**src/rtl/dcache_ctrl_pkg.sv**
```systemverilog
// Shared types and default widths for the write-through data cache controller.
package dcache_ctrl_pkg;

  localparam int ADDR_W_DEF = 12;
  localparam int DATA_W_DEF = 64;
  localparam int CNT_W_DEF  = 16;

  typedef enum logic [2:0] {
    IDLE   = 3'd0,
    LOOKUP = 3'd1,
    MEM_RD = 3'd2,
    REFILL = 3'd3,
    MEM_WR = 3'd4,
    RESP   = 3'd5
  } state_t;

endpackage

```
**src/rtl/sat_counter.sv**
```systemverilog
// Saturating up-counter with a synchronous clear that overrides increment.
module sat_counter #(
  parameter int CNT_WIDTH = 16
) (
  input  logic                 clk,
  input  logic                 rst_n,
  input  logic                 inc,
  input  logic                 clr,
  output logic [CNT_WIDTH-1:0] cnt
);

  logic [CNT_WIDTH-1:0] r_cnt;

  always_ff @(posedge clk or negedge rst_n) begin
    if (!rst_n) begin
      r_cnt <= '0;
    end else if (clr) begin
      r_cnt <= '0;
    end else if (inc && (r_cnt != '1)) begin
      r_cnt <= r_cnt + 1'b1;
    end
  end

  assign cnt = r_cnt;

endmodule

```
**src/rtl/dcache_ctrl.sv**
```systemverilog
// Sequences one LSU load/store at a time through a write-through, write-allocate
// cache: lookup, memory refill on load miss, memory write-through on every store.
module dcache_ctrl
  import dcache_ctrl_pkg::*;
#(
  parameter int ADDR_WIDTH = ADDR_W_DEF,
  parameter int DATA_WIDTH = DATA_W_DEF,
  parameter int CNT_WIDTH  = CNT_W_DEF
) (
  input  logic                  clk,
  input  logic                  rst_n,
  input  logic                  cpu_req,
  input  logic                  cpu_we,
  input  logic [ADDR_WIDTH-1:0] cpu_addr,
  input  logic [DATA_WIDTH-1:0] cpu_wdata,
  output logic [DATA_WIDTH-1:0] cpu_rdata,
  output logic                  cpu_ready,
  output logic                  cpu_busy,
  output logic [ADDR_WIDTH-1:0] cache_addr,
  output logic [DATA_WIDTH-1:0] cache_wdata,
  output logic                  cache_we,
  output logic                  cache_re,
  input  logic                  cache_hit,
  input  logic [DATA_WIDTH-1:0] cache_rdata,
  output logic                  mem_req,
  output logic                  mem_we,
  output logic [ADDR_WIDTH-1:0] mem_addr,
  output logic [DATA_WIDTH-1:0] mem_wdata,
  input  logic                  mem_ack,
  input  logic [DATA_WIDTH-1:0] mem_rdata,
  input  logic                  perf_clr,
  output logic [CNT_WIDTH-1:0]  hit_cnt,
  output logic [CNT_WIDTH-1:0]  miss_cnt
);

  state_t                r_state;
  state_t                w_next;
  logic [ADDR_WIDTH-1:0] r_addr;
  logic                  r_we;
  logic [DATA_WIDTH-1:0] r_wdata;
  logic [DATA_WIDTH-1:0] r_refill;
  logic [DATA_WIDTH-1:0] r_rdata;
  logic                  w_hit_inc;
  logic                  w_miss_inc;

  always_ff @(posedge clk or negedge rst_n) begin
    if (!rst_n) begin
      r_state <= IDLE;
    end else begin
      r_state <= w_next;
    end
  end

  always_comb begin
    w_next = r_state;
    case (r_state)
      IDLE:    if (cpu_req) w_next = LOOKUP;
      LOOKUP:  w_next = r_we ? MEM_WR : (cache_hit ? RESP : MEM_RD);
      MEM_RD:  if (mem_ack) w_next = REFILL;
      REFILL:  w_next = RESP;
      MEM_WR:  if (mem_ack) w_next = RESP;
      RESP:    w_next = IDLE;
      default: w_next = IDLE;
    endcase
  end

  // Strobes depend on state alone so the cache sees no enables while idle.
  always_comb begin
    cpu_ready   = 1'b0;
    cache_we    = 1'b0;
    cache_re    = 1'b0;
    mem_req     = 1'b0;
    mem_we      = 1'b0;
    cache_wdata = r_wdata;
    case (r_state)
      LOOKUP: begin
        cache_re = ~r_we;
        cache_we = r_we;
      end
      MEM_RD: mem_req = 1'b1;
      REFILL: begin
        cache_we    = 1'b1;
        cache_wdata = r_refill;
      end
      MEM_WR: begin
        mem_req = 1'b1;
        mem_we  = 1'b1;
      end
      RESP:    cpu_ready = 1'b1;
      default: ;
    endcase
  end

  always_ff @(posedge clk or negedge rst_n) begin
    if (!rst_n) begin
      r_addr   <= '0;
      r_we     <= 1'b0;
      r_wdata  <= '0;
      r_refill <= '0;
      r_rdata  <= '0;
    end else begin
      if ((r_state == IDLE) && cpu_req) begin
        r_addr  <= cpu_addr;
        r_we    <= cpu_we;
        r_wdata <= cpu_wdata;
      end
      if ((r_state == LOOKUP) && !r_we && cache_hit) begin
        r_rdata <= cache_rdata;
      end
      if ((r_state == MEM_RD) && mem_ack) begin
        r_refill <= mem_rdata;
      end
      if (r_state == REFILL) begin
        r_rdata <= r_refill;
      end
    end
  end

  assign cpu_rdata  = r_rdata;
  assign cpu_busy   = (r_state != IDLE);
  assign cache_addr = r_addr;
  assign mem_addr   = r_addr;
  assign mem_wdata  = r_wdata;

  // Stores count against the cache too: a store hit updates, a store miss allocates.
  assign w_hit_inc  = (r_state == LOOKUP) &&  cache_hit;
  assign w_miss_inc = (r_state == LOOKUP) && !cache_hit;

  sat_counter #(.CNT_WIDTH(CNT_WIDTH)) u_hit_cnt (
    .clk   (clk),
    .rst_n (rst_n),
    .inc   (w_hit_inc),
    .clr   (perf_clr),
    .cnt   (hit_cnt)
  );

  sat_counter #(.CNT_WIDTH(CNT_WIDTH)) u_miss_cnt (
    .clk   (clk),
    .rst_n (rst_n),
    .inc   (w_miss_inc),
    .clr   (perf_clr),
    .cnt   (miss_cnt)
  );

endmodule

```
**config.mk**
```make
export PLATFORM = sky130hd
export DESIGN_NAME = dcache_ctrl
export DESIGN_NICKNAME = d
export VERILOG_FILES = /design/src/rtl/dcache_ctrl_pkg.sv /design/src/rtl/sat_counter.sv /design/src/rtl/dcache_ctrl.sv
export SDC_FILE = /design/constraint.sdc
export NUM_CORES = 1
export LEC_CHECK = 0
export CAP_MARGIN = 20
export CORE_AREA = 2 2 181 183
export DETAILED_ROUTE_END_ITERATION = 8
export DIE_AREA = 0 0 183 185
export HOLD_SLACK_MARGIN = 0.15
export PLACE_DENSITY = 0.67
export SYNTH_ARGS = -nofsm -noshare
export SYNTH_HDL_FRONTEND = slang
export SYNTH_SLANG_ARGS = --single-unit
export TNS_END_PERCENT = 100
```
**constraint.sdc**
```tcl
create_clock -name clk -period 3.85 [get_ports clk]
set_input_delay 0.5775 -clock clk [delete_from_list [all_inputs] [get_ports clk]]
set_output_delay 0.5775 -clock clk [all_outputs]
set_load 0.05 [all_outputs]
```
==> flow_summary.ini, run 1 <==
[run_status]
status = completed

[die]
die_y_um = 185
fp.coreArea_mm2 = 0.0320
die_area_mm2 = 0.0339
start_util = 0.338
io_pins = 465
fp.dieW_um = 183
rows = 66

[placed_design]
io_buffers = 464
place_area_mm2 = 0.0157
dp_hpwl_um = 25800
globalplace.congestion = 0.814

[logic_synthesis]
ys_top_cells_by_area = dfrtp_1, mux2_2, nand2_1, mux2i_1, o21ai_0
synthMuxAreaShare = 0.216
yosys.area_share.adder = 0.00231
synth_top_family_by_area = multiplexers
syn-num-nets = 1175
async_reset_ff_frac = 1.00
synthSimpleGateAreaFrac = 0.131
syn-cell-area_mm2 = 0.0108
synth_top_area_cell = dfrtp_1
ys_seq_area_frac = 0.554
synth_seq_cells = 240
yosys_warnings = 0
yosysUniqueCellTypes = 47
synth_flop_cell = dfrtp_1
synth_area_per_cell_um2 = 11.3
syn_inst = 962
synth_compound_area_frac = 0.0614
synthDominantCellAreaShare = 0.554
synth-xor-area-share = 0.000808
synth_edf_count = 0

[worst_setup_path]
reg2reg_setup_slack_ns = 1.38
start_kind = flip-flop
worst-setup-path-type = flip-flop to output pin
regToRegStartpoint = r_state[2]$_DFFE_PN0P_
r2r_end = cpu_rdata[45]$_DFFE_PN0P_
worst-endpoint-arrival_ns = 2.67
worstPathMaxFanout = 75
cp-end-kind = output pin
r2r_cells = 5
required_ns = 3.27

[global_routing]
busiest_layer = met2
grt_overflow = 0
grt_use_met1 = 0.244
grt_pass1_wl_um = 53800
grtUsageMet3 = 0.0556
use_met2 = 0.349
grt_start_max_net_pins = 99
antenna_found_initial = 2
grt_pass1_vias = 9425
grt_usage = 0.204

[sta]
hold_violations = 0
hold_ws_ns = 0.499
grt_setup_unrepaired = false
tns_ns = 0
finalCriticalPeriod_ns = 3.24
worst_slew_pin_slew_ns = 0.826
max_slew_margin = 0.447
setup_viol = 0
fmax_mhz = 308
finalCritPeriodShare = 0.842
slew_viol_final = 0
finalClockSkew_ns = 0.0107

[layout]
fin_util = 0.520
syn_to_final_growth_pct = 53.5
num-nets-final = 1621
drive_gt1_frac = 0.202
seqCellArea_mm2 = 0.00601
multi_input_area_mm2 = 0.00450
fillers = 2872
fin_area_mm2 = 0.0166

[drt]
drtAntennaViolNets = 0
wl_per_cell_um = 19.5
drc = 0
dr.pass1.iters = 4
wl_um = 35800
viasPerCell = 4.96
drt_iter0_markers = 374
via_count = 9108

[worst_hold_path]
worstHoldEndpoint = cpu_rdata[57]$_DFFE_PN0P_
min_path_cells = 2
hold_class = flip-flop to flip-flop
worstHoldStart = r_refill[57]$_DFFE_PN0P_

[clock_network]
cts_buffers = 29
cts_resized = 0
clk_pin_slew_worst_paths_ns = 0.06
clkLatencyLatePin_ns = 0.54
cts_tree = yes
clock_sinks = 240
cts_root_buffer = clkbuf_16
clk_path_buf_depth = 3
postCtsSetupBuffers = 0
htreeDepth = 1

[power]
power_leakage_nw = 6.99
ir_drop_v = 0.000676
powerDensity_mw_per_mm2 = 1020
power.total_w = 0.0170

[flow_run]
maxCapViolations = 0
registers in the layout (all words and copies together) (netlist names):
register        cells
mem_wdata          64
cpu_rdata          64
r_state             3
r_we                1
u_miss_cnt.cnt     16
cache_addr         12
r_refill           64
u_hit_cnt.cnt      16
per-stage QoR:
stage / std cells / worst slack, ns
after CTS: 1836 / 0.578
after global routing: 1837 / 0.370
after floorplan: 962 / 0.975
final: 1837 / 0.607
after global placement: 1784 / 0.979
after detailed placement: 1784 / 0.920
layer usage:
layer  share of wire  wire length, µm  vias to the layer above
met5         0.00034               12                        -
met2            0.49            17500                      351
met3           0.074             2660                       82
li1                -                -                     4244
met4           0.043             1550                        2
met1            0.39            14000                     4429
how the worst max path moves through the flow:
stage,start,to,slack (ns),depth (start not counted)
floorplan,r_state[2]$_DFFE_PN0P_,cache_re,0.97,2
global placement,cache_hit,cpu_rdata[45]$_DFFE_PN0P_,0.98,6
detailed placement,cache_hit,cpu_rdata[45]$_DFFE_PN0P_,0.92,6
CTS,r_state[0]$_DFFE_PN0P_,cache_wdata[2],0.58,6
global route,r_state[0]$_DFFE_PN0P_,cache_wdata[32],0.37,6
finish,r_state[0]$_DFFE_PN0P_,cache_wdata[2],0.61,6
timing repair:
action,4_1_cts,5_1_grt
endpoints found under the hold margin,95,0
hold buffers,1,0
endpoints found under the setup margin,0,0
synth_stat cells (2+ instances only):
cell and number:
nor2_1 20, nor4_1 4, a211oi_1 2, o41ai_1 3, mux2_2 148, buf_4 15
nor2b_1 6, dfrtp_1 240, nand4_1 8, ha_1 2, o21a_1 2, buf_1 5
o31ai_1 11, nand2_1 206, a21oi_1 24, inv_1 12, nor3b_1 2, and2_1 2
o21bai_1 2, mux2i_1 67, or3_1 8, nand3_1 12, and4_1 2, o21ai_0 71
buf_2 20, nor3_1 8, clkbuf_1 26, nand3b_1 2, or2_2 2, and3_1 3
or4_1 11
cells by family (layout without fill, tap and decap cells):
family | Yosys count | in the layout
AOI/OAI and AO/OA | 119 | 119
other | 0 | 1
muxes | 215 | 215
adders and majority gates | 2 | 2
buffers and inverters | 78 | 544
xor gates and xnor gates | 1 | 1
DFF | 240 | 240
and+or+nand+nor | 307 | 307
final cells by class:
class / count / area share
Timing Repair Buffer: 481 / 0.280
Antenna cell: 1 / 0.000150
Tap cell: 408 / 0.0307
Multi-Input combinational cell: 644 / 0.270
Clock buffer: 42 / 0.0513
Inverter: 12 / 0.00271
Clock inverter: 9 / 0.00443
Sequential cell: 240 / 0.361
worst max-delay path, stage by stage, from the launching register on:
cell and delay [ns]:
dfrtp_1 0.65, nand2b_1 0.22, nor2_4 0.13, buf_4 0.56
nand2_1 0.21, nand2_1 0.10, buf_4 0.19
power breakdown:
group,leakage (nW),internal (W),switching [W]
clock,0.467,0.00159,0.00107
sequential,2.96,0.00366,0.000822
combinational,3.56,0.00337,0.00643
placed cells by master (no fill, tap or decap), types with 3 or more instances in the layout:
| cell | synthesis | layout |
|---|---|---|
| nand2_1 | 206 | 206 |
| nand3_1 | 12 | 12 |
| clkbuf_16 | 0 | 29 |
| clkdlybuf4s50_1 | 0 | 399 |
| clkinv_2 | 0 | 7 |
| or4_1 | 11 | 11 |
| mux2_2 | 148 | 148 |
| o41ai_1 | 3 | 3 |
| clkbuf_1 | 26 | 5 |
| nor2b_1 | 6 | 6 |
| nor4_1 | 4 | 3 |
| dfrtp_1 | 240 | 240 |
| nor2_1 | 20 | 17 |
| nor3_1 | 8 | 8 |
| nor2_4 | 0 | 3 |
| buf_12 | 0 | 3 |
| nand4_1 | 8 | 8 |
| and3_1 | 3 | 3 |
| o31ai_1 | 11 | 11 |
| buf_4 | 15 | 77 |
| a21oi_1 | 24 | 24 |
| mux2i_1 | 67 | 67 |
| o21ai_0 | 71 | 71 |
| inv_1 | 12 | 12 |
| clkbuf_8 | 0 | 8 |
| or3_1 | 8 | 8 |
No activity file was read; power rests on OpenSTA's default activity.
==> run 2: changes to the inputs <==
--- a/config.mk
+++ b/config.mk
@@ -6,11 +6,11 @@
 export NUM_CORES = 1
 export LEC_CHECK = 0
 export CAP_MARGIN = 20
-export CORE_AREA = 2 2 181 183
+export CORE_AREA = 2 2 180 182
 export DETAILED_ROUTE_END_ITERATION = 8
-export DIE_AREA = 0 0 183 185
+export DIE_AREA = 0 0 182 184
 export HOLD_SLACK_MARGIN = 0.15
-export PLACE_DENSITY = 0.67
+export PLACE_DENSITY = 0.7
 export SYNTH_ARGS = -nofsm -noshare
 export SYNTH_HDL_FRONTEND = slang
 export SYNTH_SLANG_ARGS = --single-unit
==> constraint.sdc (replaced) <==
create_clock -name clk -period 2.78 [get_ports clk]
set_input_delay 0.417 -clock clk [delete_from_list [all_inputs] [get_ports clk]]
set_output_delay 0.417 -clock clk [all_outputs]
set_load 0.05 [all_outputs]
==> flow_summary.ini, run 2 (same netlist as run 1, synthesis figures left out) <==
[run_status]
status = completed

[layout]
syn_to_final_growth_pct = 62.7
n_antenna_cell = 0
num-nets-final = 1634
multi_input_area_mm2 = 0.00450
fin_util = 0.562
fillers = 2673
seqCellArea_mm2 = 0.00601
layout_common_cells = clkdlybuf4s50_1, dfrtp_1, nand2_1
layout_commonest_cell = clkdlybuf4s50_1
stdcell_count = 1844
fin_area_mm2 = 0.0176
drive_gt1_frac = 0.214

[worst_hold_path]
hold_class = input port to asynchronous set/reset pin

[clock_network]
cts_tree = yes
clk_pin_slew_worst_paths_ns = 0.06
clock_sinks = 240
cts_root_buffer = clkbuf_16
clkLatencyLatePin_ns = 0.55
clk_path_buf_depth = 3
htreeDepth = 1
cts_buffers = 29

[placed_design]
place_inst = 1787
io_buffers = 464
place_area_mm2 = 0.0166
globalplace.congestion = 0.851
dp_hpwl_um = 26200
place_ws_ns = 0.247

[die]
die_y_um = 184
io_pins = 465
rows = 65
die_area_mm2 = 0.0335
start_util = 0.345
fp.coreArea_mm2 = 0.0314
fp.dieW_um = 182

[power]
powerDensity_mw_per_mm2 = 1440
power_leakage_nw = 7.36
ir_drop_v = 0.000934

[global_routing]
grt_pass1_vias = 9444
grt_pass1_wl_um = 54800
antenna_found_initial = 0
grt_start_max_net_pins = 81
grt_usage = 0.209
grt_overflow = 0

[sta]
finalClockSkew_ns = 0.0180
fmax_mhz = 372
tns_ns = 0
hold_violations = 0
grt_setup_unrepaired = false
fin_ws_ns = 0.0930
setup_viol = 0
finalCriticalPeriod_ns = 2.69
worst_slew_pin_slew_ns = 0.701
slew_viol_final = 0
max_slew_margin = 0.531
finalCritPeriodShare = 0.967

[drt]
viasPerCell = 5.01
drt_iter0_markers = 418
via_count = 9247
dr.pass1.iters = 5
wl_per_cell_um = 19.9
drc = 0
drtAntennaViolNets = 0
wl_um = 36600

[worst_setup_path]
cp-end-kind = output pin
worst-setup-path-type = flip-flop to output pin
required_ns = 2.36
worstPathMaxFanout = 23
start_kind = flip-flop
worst-endpoint-arrival_ns = 2.27

[flow_run]
maxCapViolations = 0
==> run 2: layer usage <==
metal | up-vias | GRT usage | share of wire
met5 | - | 0 | 0
met4 | 0 | 0.0723 | 0.034
met3 | 73 | 0.0473 | 0.063
met2 | 332 | 0.375 | 0.51
met1 | 4569 | 0.247 | 0.39
li1 | 4273 | - | -
==> run 2: stage by stage <==
stage	hold slack, ns	power, W
after CTS	0.447	0.0256
after detailed placement	0.446	0.0217
after floorplan	0.121	0.0153
final	0.449	0.0254
after global routing	0.458	0.0264
after global placement	0.445	0.0215
==> run 2: final timing paths <==
path	slack (ns)	from	end	depth (start not counted)
worst max-delay path	0.09	r_state[2]$_DFFE_PN0P_	cache_wdata[3]	6
worst min-delay path	0.45	rst_n	cache_addr[6]$_DFFE_PN0P_	2
worst max register to register	0.40	r_state[1]$_DFFE_PN0P_	u_miss_cnt.cnt[12]$_DFFE_PN0P_	5
worst min register to register	0.50	r_refill[4]$_DFFE_PN0P_	cpu_rdata[4]$_DFFE_PN0P_	2
max in group asynchronous	1.64	rst_n	mem_wdata[12]$_DFFE_PN0P_	3
min in group clk	0.47	cpu_wdata[2]	mem_wdata[2]$_DFFE_PN0P_	2
==> run 2: cell type report <==
| class | instances | share of cell area |
|---|---|---|
| inverters | 12 | 0.00255 |
| flip-flops and latches | 240 | 0.341 |
| clock inverters | 11 | 0.00525 |
| well taps | 402 | 0.0285 |
| clock buffers | 41 | 0.0482 |
| multi-input cells | 644 | 0.255 |
| repair buffers | 494 | 0.320 |
==> run 2: where the power goes <==
part | leakage, nW | switching [W] | internal [W]
Sequential | 2.96 | 0.00109 | 0.00508
Clock | 0.466 | 0.00153 | 0.00221
Combinational | 3.93 | 0.00933 | 0.00616
==> run 2: what timing repair did <==
item | CTS | global route
buffers inserted | 0 | 3
gates cloned | 0 | 1
hold buffers | 1 | 0
endpoints found under the setup margin | 68 | 36
hold endpoints to repair | 62 | 0
resized for setup | 4 | 5
==> run 2: critical path, stage by stage (launching register included) <==
cell	delay, ns
dfrtp_2	0.46
nand2b_2	0.25
or2_2	0.32
buf_4	0.23
nand2_1	0.17
nand2_1	0.11
buf_12	0.16
